`src/rtl/uart_baud_gen.sv`:
```
// rtl/uart_baud_gen.sv - fractional baud / oversample tick generator
//
// Derives a one-clock oversample tick (os_tick_o) and a one-clock baud tick
// (baud_tick_o, every OVERSAMPLE oversample ticks) from clk_i using an integer
// divisor plus an optional fractional accumulator.
//
// Optional feature macro: UART_BAUD_FRAC_EN
//   defined   - fractional accumulator/carry built, div_frac_i honoured
//   undefined - div_frac_i ignored, every period is exactly act_int clocks
//
// Ports:
//   clk_i        system clock
//   a_rst_n_i    asynchronous active-low reset
//   enable_i     run/stop; low holds counters at zero
//   div_int_i    integer divisor (clocks per oversample tick)
//   div_frac_i   fractional divisor (div_frac_i / 2^DIV_FRAC_WIDTH)
//   div_load_i   strobe capturing div_int_i/div_frac_i into the pending divisor
//   os_tick_o    one-clock pulse per oversample period
//   baud_tick_o  one-clock pulse per bit period, coincident with os_tick_o
//   cfg_err_o    sticky: last load was a divisor below 2 (clamped to 2)

module uart_baud_gen #(
    parameter int DIV_INT_WIDTH  = 16,
    parameter int DIV_FRAC_WIDTH = 4,
    parameter int OVERSAMPLE     = 16
) (
    input  logic                      clk_i,
    input  logic                      a_rst_n_i,
    input  logic                      enable_i,
    input  logic [DIV_INT_WIDTH-1:0]  div_int_i,
    input  logic [DIV_FRAC_WIDTH-1:0] div_frac_i,
    input  logic                      div_load_i,
    output logic                      os_tick_o,
    output logic                      baud_tick_o,
    output logic                      cfg_err_o
);

    localparam int PHASE_W = (OVERSAMPLE > 1) ? $clog2(OVERSAMPLE) : 1;
    localparam logic [DIV_INT_WIDTH-1:0] DIV_MIN    = DIV_INT_WIDTH'(2);
    localparam logic [PHASE_W-1:0]       PHASE_LAST = PHASE_W'(OVERSAMPLE - 1);

    logic [DIV_INT_WIDTH-1:0] act_int;
    logic [DIV_INT_WIDTH-1:0] pend_int;
    logic                     pend_vld;
    logic [DIV_INT_WIDTH-1:0] clk_cnt;
    logic [DIV_INT_WIDTH-1:0] cnt_last;
    logic [DIV_INT_WIDTH-1:0] ld_int;
    logic [PHASE_W-1:0]       phase;
    logic                     ld_bad;
    logic                     tick_now;

`ifdef UART_BAUD_FRAC_EN
    logic [DIV_FRAC_WIDTH-1:0] act_frac;
    logic [DIV_FRAC_WIDTH-1:0] pend_frac;
    logic [DIV_FRAC_WIDTH-1:0] frac_acc;
    logic [DIV_FRAC_WIDTH-1:0] ld_frac;
    logic                      carry;
`else
    logic unused_frac;
    assign unused_frac = ^div_frac_i;
`endif

    // Divisors below 2 would make back-to-back ticks; clamp to 2.0.
    assign ld_bad = (div_int_i < DIV_MIN);
    assign ld_int = ld_bad ? DIV_MIN : div_int_i;

`ifdef UART_BAUD_FRAC_EN
    assign ld_frac  = ld_bad ? '0 : div_frac_i;
    // A carry from the previous tick stretches this period by one clock.
    assign cnt_last = act_int - DIV_INT_WIDTH'(1) + DIV_INT_WIDTH'(carry);
`else
    assign cnt_last = act_int - DIV_INT_WIDTH'(1);
`endif

    // Evaluated only while enabled, so a tick due on the edge where enable
    // falls is dropped.
    assign tick_now = enable_i && (clk_cnt == cnt_last);

    always_ff @(posedge clk_i or negedge a_rst_n_i) begin
        if (!a_rst_n_i) begin
            act_int     <= DIV_MIN;
            pend_int    <= '0;
            pend_vld    <= 1'b0;
            clk_cnt     <= '0;
            phase       <= '0;
            os_tick_o   <= 1'b0;
            baud_tick_o <= 1'b0;
            cfg_err_o   <= 1'b0;
`ifdef UART_BAUD_FRAC_EN
            act_frac    <= '0;
            pend_frac   <= '0;
            frac_acc    <= '0;
            carry       <= 1'b0;
`endif
        end else begin
            os_tick_o   <= tick_now;
            baud_tick_o <= tick_now && (phase == PHASE_LAST);

            if (div_load_i) begin
                cfg_err_o <= ld_bad;
                pend_int  <= ld_int;
`ifdef UART_BAUD_FRAC_EN
                pend_frac <= ld_frac;
`endif
            end

            if (!enable_i) begin
                clk_cnt <= '0;
                phase   <= '0;
`ifdef UART_BAUD_FRAC_EN
                frac_acc <= '0;
                carry    <= 1'b0;
`endif
                // Stopped: nothing is in flight, so a new divisor goes live
                // straight away.
                if (div_load_i) begin
                    act_int  <= ld_int;
`ifdef UART_BAUD_FRAC_EN
                    act_frac <= ld_frac;
`endif
                    pend_vld <= 1'b0;
                end else if (pend_vld) begin
                    act_int  <= pend_int;
`ifdef UART_BAUD_FRAC_EN
                    act_frac <= pend_frac;
`endif
                    pend_vld <= 1'b0;
                end
            end else if (tick_now) begin
                clk_cnt <= '0;
                phase   <= (phase == PHASE_LAST) ? '0 : phase + PHASE_W'(1);
`ifdef UART_BAUD_FRAC_EN
                {carry, frac_acc} <= {1'b0, frac_acc} + {1'b0, act_frac};
`endif
                // Period boundary: swap in the divisor that was pending before
                // this edge; a load on this same edge waits for the next tick.
                if (pend_vld) begin
                    act_int  <= pend_int;
`ifdef UART_BAUD_FRAC_EN
                    act_frac <= pend_frac;
`endif
                end
                pend_vld <= div_load_i;
            end else begin
                clk_cnt <= clk_cnt + DIV_INT_WIDTH'(1);
                if (div_load_i) begin
                    pend_vld <= 1'b1;
                end
            end
        end
    end

endmodule

```
`config.mk`:
```
export PLATFORM = sky130hd
export DESIGN_NAME = uart_baud_gen
export DESIGN_NICKNAME = d
export VERILOG_FILES = /design/src/rtl/uart_baud_gen.sv
export SDC_FILE = /design/constraint.sdc
export NUM_CORES = 1
export LEC_CHECK = 0
export CAP_MARGIN = 30
export CORE_ASPECT_RATIO = 0.7
export CORE_UTILIZATION = 35
export DETAILED_ROUTE_END_ITERATION = 16
export PLACE_DENSITY = 0.54
export SYNTH_ARGS = -nofsm -noshare
export SYNTH_HDL_FRONTEND = slang
export SYNTH_SLANG_ARGS = --single-unit
export TNS_END_PERCENT = 50
```
`constraint.sdc`:
```
create_clock -name clk_i -period 4.5 [get_ports clk_i]
set_clock_uncertainty 0.05 [all_clocks]
set_input_delay 0.45 -clock clk_i [delete_from_list [all_inputs] [get_ports clk_i]]
set_output_delay 0.45 -clock clk_i [all_outputs]
set_load 0.01 [all_outputs]
```
# Word level (Yosys, flattened, before mapping)

Index checks and enable logic that the tools add are counted.

Bits in registers: 56
Output and inout bits: 3

Add/subtract/negate cells: 3
$lt $le $gt $ge: 1
Equal/unequal tests: 4
Mux-type cells: 13
Reduce and logical (&&, ||, !) cells: 2

Operators by type and width:

| kind                                                                     | count |
|---|---|
| 16-bit two-way mux                                                       | 7 |
| 16-bit by 1-bit adder with 16-bit output (second input constant)         | 1 |
| 16-bit == test                                                           | 1 |
| 16-bit by 2-bit < comparator with 1-bit output (second input constant)   | 1 |
| 16-bit by 1-bit subtractor with 16-bit output (second input constant)    | 1 |
| 4-bit two-way mux                                                        | 3 |
| 4-bit by 1-bit adder with 4-bit output (second input constant)           | 1 |
| 4-bit == test (second input constant)                                    | 1 |
| 1-bit two-way mux                                                        | 3 |
| 3-bit by 1-bit inequality test with 1-bit output (second input constant) | 1 |
| 1-bit logical AND                                                        | 2 |
| 2-bit by 1-bit inequality test with 1-bit output (second input constant) | 1 |

# Logic depth before layout (Yosys ltp)

Gate-level depths: netlist of run 1.

Depth in word-level cells: 5
Gate-level depth with buffers: 11
Depth with buffers taken out: 9

# Worst setup path after synthesis of run 1

OpenSTA, ideal clock, no wires.

Path kind: register -> register
Start: register act_int[0]
End: register clk_cnt[12]
Arrival time: 2.553 ns
Required time: 4.331 ns
Path slack: 1.778 ns
Stages on the path, launching flop included: 11
Path buffers: 2
Clock period less this slack: 2.722 ns
Path through: dfrtp_1 > inv_1 > ha_1 > or4b_4 > nor3_2 > mux2i_1 > or4_1 > buf_2 > o21ai_2 > buf_4 > nor2_1

Word-level cells in the longest chain between the ends: 5

RTL lines:

| element                                       | line | text |
|---|---|---|
| start, declared                               | 42   | `logic [DIV_INT_WIDTH-1:0] act_int;` |
| start signal, assigned                        | 117  | `act_int <= ld_int;` |
| start signal, assigned                        | 123  | `act_int <= pend_int;` |
| start signal, assigned                        | 138  | `act_int <= pend_int;` |
| 16-bit by 1-bit subtractor with 16-bit output | 72   | `assign cnt_last = act_int - DIV_INT_WIDTH'(1);` |
| 16-bit == test                                | 77   | `assign tick_now = enable_i && (clk_cnt == cnt_last);` |
| 1-bit logical AND                             | 77   |  |
| 16-bit two-way mux                            | 129  | `end else if (tick_now) begin` |
| 16-bit two-way mux                            | 107  | `if (!enable_i) begin` |
| end signal, assigned                          | 145  | `clk_cnt <= clk_cnt + DIV_INT_WIDTH'(1);` |
| end, declared                                 | 45   | `logic [DIV_INT_WIDTH-1:0] clk_cnt;` |

Every way passes these cells.
A chain may end at the register's enable or synchronous reset.

# Final worst setup path of run 1

Start: register act_int[0]
End: register clk_cnt[8]

The elaborated chain is that of the path after synthesis.

==> run_results.csv, run 1 <==
group,metric,value,unit
outcome,run_status,"completed",
cts,cts-buffers-inserted,5,
run,max_cap_viol_count,0,
global_route,grt_pass1_vias,2577,
global_route,grt_pass1_wl,13.5,mm
cts,clockRootBuffer,"sky130_fd_sc_hd__clkbuf_16",
logic_synthesis,synth_sequential_area_ratio,41.3,%
cts,cts.repair.resized,0,
setup_path,worstPathBufferInverterCount,1,
sta,timing.final.max_slew_violations,0,
min_path,timing.hold.worst.class,"input port to asynchronous set/reset pin",
sta,final_hold_viol_count,0,
setup_path,end_kind,"flop",
floorplan,placeableCoreArea,0.00925,mm²
setup_path,cp_data_required_time,4.60,ns
sta,finalCritPeriodShare,73.8,%
setup_path,path_cells,"inv_1 -> ha_1 -> or4b_4 -> nor2_1 -> xnor2_1 -> nand4_1 -> or4_1 -> o21ai_2 -> nor2_1",
placement,placedInstanceArea,0.00369,mm²
logic_synthesis,synth_net_count,405,
setup_path,critical_path_start_type,"flop",
setup_path,crit_type,"flop to flop",
floorplan,initial_core_util,36.7,%
setup_path,crit_path_max_incr_delay,0.63,ns
placement,dp_hpwl,5.56,mm
cts,worst_skew_pair.late_latency,0.29,ns
sta,unrepaired_setup_endpoints_after_global_routing,"false",
cts,cts_hold_repair.buffers,0,
pwr,power_leakage,1.54,nW
sta,holdWs,0.245,ns
cts,cts-root-to-sink-buffers,2,
logic_synthesis,yosysUniqueCellTypes,50,
drt,drt_drc_violations_left,0,
logic_synthesis,synth-edff-count,0,
logic_synthesis,synth_flop_cell,"sky130_fd_sc_hd__dfrtp_1",
cells_and_area,nNetsFinal,413,
floorplan,die_x,120,µm
logic_synthesis,yosys-top-cells-count,"sky130_fd_sc_hd__dfrtp_1 (55), sky130_fd_sc_hd__nor2_1 (42), sky130_fd_sc_hd__nand2_1 (29)",
setup_path,worstPathMaxFanout,15,
drt,post_detailed_route_via_to_cell_ratio,5.34,
cts,clkSlewWorstSetupHoldPaths,0.07,ns
setup_path,critical_path.top_delay_family,"simple AND/OR/NAND/NOR gates",
drt,first_iter_violations,190,
setup_path,critical-path-top-cell-by-count,"sky130_fd_sc_hd__nor2_1",
cells_and_area,fraction_of_layout_instances_using_a_drive_strength_above_1,6.20,%
setup_path,worst_path_max_delay_cell,"sky130_fd_sc_hd__or4_1",
cts,post_cts_buffers,0,
sta,timing_worst_slew_pin_value,0.764,ns
drt,post_drt_wl_per_cell,15.7,µm
cts,cts_tree,"yes",
pwr,worst_vdd_rail_ir_drop,0.000150,V
setup_path,rr_worst_depth,9,
logic_synthesis,ys_ff_latch,56,
sta,minimum_clock_period_after_layout,3.32,ns
setup_path,critical_path_arrival,3.42,ns
floorplan,die-area,0.0101,mm²
global_route,grt-ovfl-total,0,
global_route,number_of_antenna_violations_at_the_first_check_in_global_routing,0,
cells_and_area,syn2layout_area_growth,12.9,%
cells_and_area,fin_area,0.00383,mm²
logic_synthesis,top_cells_by_area_in_the_synthesized_netlist,"sky130_fd_sc_hd__dfrtp_1 (41%), sky130_fd_sc_hd__nor2_1 (4.6%), sky130_fd_sc_hd__xnor2_1 (4.6%)",
logic_synthesis,synthMostInstantiatedCell,"sky130_fd_sc_hd__dfrtp_1",
logic_synthesis,async_flop_share,100,%
sta,setup_tns,0,ns
logic_synthesis,ys.warnings.count,0,
sta,layout_setup_ws,1.18,ns
setup_path,levels_on_crit_path,9,
floorplan,die_ht,84.4,µm
global_route,track_usage,16.8,%
placement,gpl.final_weighted_congestion,0.787,
drt,num_vias,2727,
placement,pre_cts_ws,1.14,ns
drt,number_of_nets_with_antenna_violations_after_routing,0,
drt,wire_length_reported_by_the_detailed_router,8.03,mm
floorplan,num_io_pins,27,
sta,maxClockFrequency,301,MHz
pwr,pwr_density_cell,333,mW/mm²
logic_synthesis,mapped_cells,378,
cells_and_area,diodes,0,
logic_synthesis,synthDominantAreaCellType,"sky130_fd_sc_hd__dfrtp_1",
floorplan,core.rowCount,29,
logic_synthesis,synth_area,0.00339,mm²
cts,ctsHtreeMaxLevel,2,
placement,port_buffers,22,
logic_synthesis,synthDominantCellAreaShare,40.5,%
pwr,post-layout-total-power,1.28,mW
sta,final-setup-viol-count,0,
drt,detailedRoute.firstPassIterationCount,5,
sta,slew-limit-headroom,49.1,%
logic_synthesis,synthesis.area_per_instance,8.98,µm²
cts,cts.sinks,56,
global_route,grt_start_max_net_pins,57,
## cell usage in the layout (no fill, tap or decap), drive strengths merged, types with 2 or more instances in the layout
| master | Yosys | routed |
|---|---|---|
| o31ai | 2 | 2 |
| and3b | 2 | 2 |
| nand2 | 29 | 29 |
| mux2 | 2 | 2 |
| o21a | 2 | 2 |
| nor4b | 2 | 2 |
| inv | 20 | 20 |
| and3 | 11 | 11 |
| a211o | 2 | 2 |
| o21ai | 23 | 23 |
| o22a | 14 | 14 |
| xnor2 | 18 | 18 |
| nand4 | 3 | 3 |
| buf | 9 | 7 |
| xor2 | 12 | 12 |
| dfrtp | 55 | 55 |
| ha | 3 | 3 |
| and2 | 6 | 6 |
| or2 | 3 | 3 |
| clkdlybuf4s50 | 0 | 21 |
| a21oi | 5 | 5 |
| nor4 | 9 | 9 |
| nor3 | 7 | 7 |
| nand2b | 5 | 5 |
| a31oi | 19 | 19 |
| o311a | 14 | 14 |
| o211ai | 4 | 4 |
| nor2b | 4 | 4 |
| nand3b | 15 | 15 |
| nor2 | 42 | 42 |
| nand3 | 4 | 4 |
| clkbuf | 18 | 8 |
| o22ai | 2 | 2 |
| mux2i | 4 | 4 |
## routing by layer
| metal | wire (µm) | global-route usage, % | up-vias | share of wire, % |
|---|---|---|---|---|
| met5 | 0 | 0 | - | 0 |
| met4 | 63 | 3.75 | 0 | 0.78 |
| met3 | 235 | 3.67 | 8 | 2.9 |
| met2 | 3230 | 23.8 | 31 | 40 |
| li1 | - | - | 1369 | - |
| met1 | 4510 | 25.8 | 1319 | 56 |
## sequential cells by signal (all words and copies together) (netlist names)
signal       count
act_int         16
pend_vld         1
baud_tick_o      1
os_tick_o        1
phase            4
pend_int        16
cfg_err_o        1
clk_cnt         16
## final timing paths
check | slack (ns) | from | to
min in group clk_i | 0.45 | pend_int[1]$_DFFE_PN0P_ | pend_int[1]$_DFFE_PN0P_
worst min-delay path | 0.24 | a_rst_n_i | pend_int[12]$_DFFE_PN0P_
worst max-delay path | 1.18 | act_int[0]$_DFFE_PN0P_ | clk_cnt[8]$_DFF_PN0_
worst max register to register | 1.18 | act_int[0]$_DFFE_PN0P_ | clk_cnt[8]$_DFF_PN0_
max in group asynchronous | 3.64 | a_rst_n_i | clk_cnt[11]$_DFF_PN0_
worst min register to register | 0.45 | pend_int[1]$_DFFE_PN0P_ | pend_int[1]$_DFFE_PN0P_
## metrics by stage
step                utilization [%]  cells
finish                         41.4    511
global route                   41.4    511
CTS                            41.4    511
detailed placement             39.8    503
global placement               39.8    503
floorplan                         -    378
## cell type report
type                       count  area [µm²]
inverter                      20        75.1
clock buffer                   8         146
fill                         902        5420
tap                          124         155
timing repair buffer          28         260
sequential                    56        1400
multi-input combinational    275        1790
## cell families (layout without fill, tap and decap cells)
family / Yosys count / count (layout) / share of synthesized area (%)
AO/OA/AOI/OAI: 91 / 91 / 19.1
XOR/XNOR: 30 / 30 / 7.74
adder cells (fa/ha/maj): 3 / 3 / 1.11
buffers and inverters: 47 / 56 / 5.86
flip-flops: 56 / 56 / 41.3
multiplexers: 6 / 6 / 1.84
AND/OR/NAND/NOR: 145 / 145 / 23.0
## worst reg2reg max path: stages, from the launching register on
cell	delay (ns)
sky130_fd_sc_hd__dfrtp_1	0.45
sky130_fd_sc_hd__inv_1	0.12
sky130_fd_sc_hd__ha_1	0.25
sky130_fd_sc_hd__or4b_4	0.51
sky130_fd_sc_hd__nor2_1	0.14
sky130_fd_sc_hd__xnor2_1	0.13
sky130_fd_sc_hd__nand4_1	0.17
sky130_fd_sc_hd__or4_1	0.63
sky130_fd_sc_hd__o21ai_2	0.61
sky130_fd_sc_hd__nor2_1	0.12
## power breakdown
part	switching (mW)	leakage [nW]	internal (mW)
clock	0.179	0.0712	0.223
combinational	0.129	0.762	0.123
sequential	0.0715	0.710	0.549
Power figures use the tool's default switching activity.
==> run 2, diff against run 1 <==
PLACE_DENSITY = 0.55   (was 0.54)
clock period = 2.65 ns   (was 4.5 ns; I/O delays follow)
==> run_results.csv, run 2 (synthesis results as in run 1) <==
group,metric,value,unit
pwr,power.net_switching,0.697,mW
global_route,number_of_antenna_violations_at_the_first_check_in_global_routing,0,
sta,unrepaired_setup_endpoints_after_global_routing,"true",
setup_path,worstPathBufferInverterCount,2,
drt,detailedRoute.firstPassIterationCount,5,
sta,setup_tns,-0.407,ns
outcome,run_status,"finished with violations",
global_route,track_usage,17.8,%
outcome,violations_in_the_final_reports,"setup timing",
floorplan,initial_core_util,36.7,%
setup_path,worstReg2RegStart,"act_int[0]$_DFFE_PN0P_",
pwr,part_of_the_total_power_dissipated_in_combinational_logic,26.4,%
cts,ctsHtreeMaxLevel,2,
cells_and_area,layout.cells.most_common,"sky130_fd_sc_hd__dfrtp_1",
setup_path,crit_path_max_incr_delay,0.59,ns
setup_path,cp_data_required_time,2.77,ns
global_route,grt-ovfl-total,0,
setup_path,critical_path.reg2reg.endpoint,"phase[3]$_DFFE_PN0P_",
global_route,grt_start_max_net_pins,57,
floorplan,die_x,120,µm
sta,slew-limit-headroom,56.1,%
floorplan,core.rowCount,29,
setup_path,crit_type,"flop to flop",
floorplan,num_io_pins,27,
cts,clkSlewWorstSetupHoldPaths,0.07,ns
setup_path,setup.reg_to_reg.worst_slack,-0.04,ns
floorplan,placeableCoreArea,0.00925,mm²
sta,timing_worst_slew_pin_value,0.658,ns
setup_path,critical_path_arrival,2.81,ns
cts,cts_tree,"yes",
pwr,power_switching_share,29.9,%
drt,first_iter_violations,203,
pwr,power_report.internal_total,1.63,mW
pwr,seq_power_share,43.3,%
placement,port_buffers,22,
cells_and_area,syn2layout_area_growth,24.6,%
run,max_cap_viol_count,0,
sta,final-setup-viol-count,17,
cells_and_area,fraction_of_layout_instances_using_a_drive_strength_above_1,17.3,%
drt,drt_drc_violations_left,0,
sta,finalCritPeriodShare,101,%
cts,cts.sinks,56,
sta,layout_setup_ws,-0.0395,ns
sta,holdWs,0.441,ns
sta,maxClockFrequency,372,MHz
cells_and_area,diodes,0,
setup_path,critical_path_start_type,"flop",
sta,timing.final.max_slew_violations,0,
cells_and_area,reg.largest.list,"act_int x16, clk_cnt x16, pend_int x16",
setup_path,worst_path_max_delay_cell,"sky130_fd_sc_hd__or4_4",
floorplan,die-area,0.0101,mm²
min_path,timing.hold.worst.class,"input port to asynchronous set/reset pin",
setup_path,worstPathMaxFanout,4,
cts,cts-buffers-inserted,5,
setup_path,path_cells,"inv_2 -> ha_4 -> or4b_4 -> nor3_4 -> mux2i_2 -> or4_4 -> buf_4 -> o31ai_2 -> o41ai_1",
pwr,share_clk_of_total_power,30.3,%
setup_path,end_kind,"flop",
pwr,pwr_density_cell,551,mW/mm²
sta,final_hold_viol_count,0,
pwr,power_leakage,1.73,nW
global_route,grt_pass1_wl,14.1,mm
drt,num_vias,2892,
setup_path,critical_path.top_delay_family,"simple AND/OR/NAND/NOR gates",
drt,post_drt_wl_per_cell,15.9,µm
global_route,grt_pass1_vias,2752,
drt,number_of_nets_with_antenna_violations_after_routing,0,
cells_and_area,nNetsFinal,443,
cts,worst_skew_pair.late_latency,0.29,ns
pwr,worst_vdd_rail_ir_drop,0.000372,V
setup_path,rr_worst_depth,9,
floorplan,die_ht,84.4,µm
placement,gpl.final_weighted_congestion,0.794,
placement,dp_hpwl,6.07,mm
cells_and_area,layout_common_cells,"sky130_fd_sc_hd__dfrtp_1 (55), sky130_fd_sc_hd__nor2_1 (41), sky130_fd_sc_hd__buf_4 (30)",
drt,wire_length_reported_by_the_detailed_router,8.62,mm
cts,clockRootBuffer,"sky130_fd_sc_hd__clkbuf_16",
drt,post_detailed_route_via_to_cell_ratio,5.35,
sta,minimum_clock_period_after_layout,2.69,ns
cts,cts-root-to-sink-buffers,2,
run 2: cell count changes in the layout (fill, tap and decap cells not counted), sizes merged:
| cell | before | now |
|---|---|---|
| dlygate4sd3 | 0 | 1 |
| buf | 7 | 36 |
run 2: power by group through the flow:
stage,clock network [mW],registers (mW),logic [mW]
2_1_floorplan,0,1.00,0.364
3_3_place_gp,0,1.02,0.556
3_5_place_dp,0,1.02,0.567
4_1_cts,0.726,1.01,0.593
5_1_grt,0.761,1.02,0.670
6_report,0.707,1.01,0.616
run 2: layout make-up:
type	count	area, µm²
Multi-Input combinational cell	275	1920
Clock buffer	8	156
Inverter	20	75.1
Tap cell	124	155
Sequential cell	56	1400
Fill cell	889	5020
Timing Repair Buffer	58	524
run 2: worst max-delay path by stage:
stage / depth (start not counted) / from / to
floorplan: 9 / act_int[0]$_DFFE_PN0P_ / phase[0]$_DFFE_PN0P_
finish: 9 / act_int[0]$_DFFE_PN0P_ / phase[3]$_DFFE_PN0P_
detailed placement: 10 / act_int[1]$_DFFE_PN1P_ / phase[3]$_DFFE_PN0P_
global placement: 11 / act_int[1]$_DFFE_PN1P_ / clk_cnt[13]$_DFF_PN0_
global route: 10 / act_int[0]$_DFFE_PN0P_ / clk_cnt[14]$_DFF_PN0_
CTS: 12 / act_int[1]$_DFFE_PN1P_ / act_int[15]$_DFFE_PN0P_
run 2: timing repair:
action | 4_1_cts | 5_1_grt
setup endpoints to repair | 38 | 38
buffers inserted | 0 | 1
hold buffers | 1 | 0
endpoints found under the hold margin | 55 | 0
gates resized for setup | 15 | 11
pin swaps | 3 | 6
run 2: worst register-to-register path, stage by stage, from the launching register on:
cell and delay (ns):
sky130_fd_sc_hd__dfrtp_1 0.39, sky130_fd_sc_hd__inv_2 0.08, sky130_fd_sc_hd__ha_4 0.14, sky130_fd_sc_hd__or4b_4 0.51, sky130_fd_sc_hd__nor3_4 0.16, sky130_fd_sc_hd__mux2i_2 0.13
sky130_fd_sc_hd__or4_4 0.59, sky130_fd_sc_hd__buf_4 0.18, sky130_fd_sc_hd__o31ai_2 0.22, sky130_fd_sc_hd__o41ai_1 0.11
run 2: metal layers:
layer  global-route usage (%)  wire length [µm]  vias up
met5                        0                 0        -
met4                     3.52                54        0
met3                     3.26               246        5
met2                     26.7              3690       36
met1                     26.7              4620     1420
li1                         -                 -     1431
run 2: through the flow:
step | utilization [%] | setup WS [ns] | total power [mW] | cell area [µm²] | instances
4_1_cts | 45.1 | -0.0322 | 2.33 | 4180 | 541
3_5_place_dp | 42.6 | -0.204 | 1.59 | 3940 | 532
3_3_place_gp | 42.6 | -0.149 | 1.58 | 3940 | 532
2_1_floorplan | - | -0.0270 | 1.37 | 3410 | 378
5_1_grt | 45.7 | -0.131 | 2.45 | 4230 | 541
6_report | 45.7 | -0.0395 | 2.33 | 4230 | 541
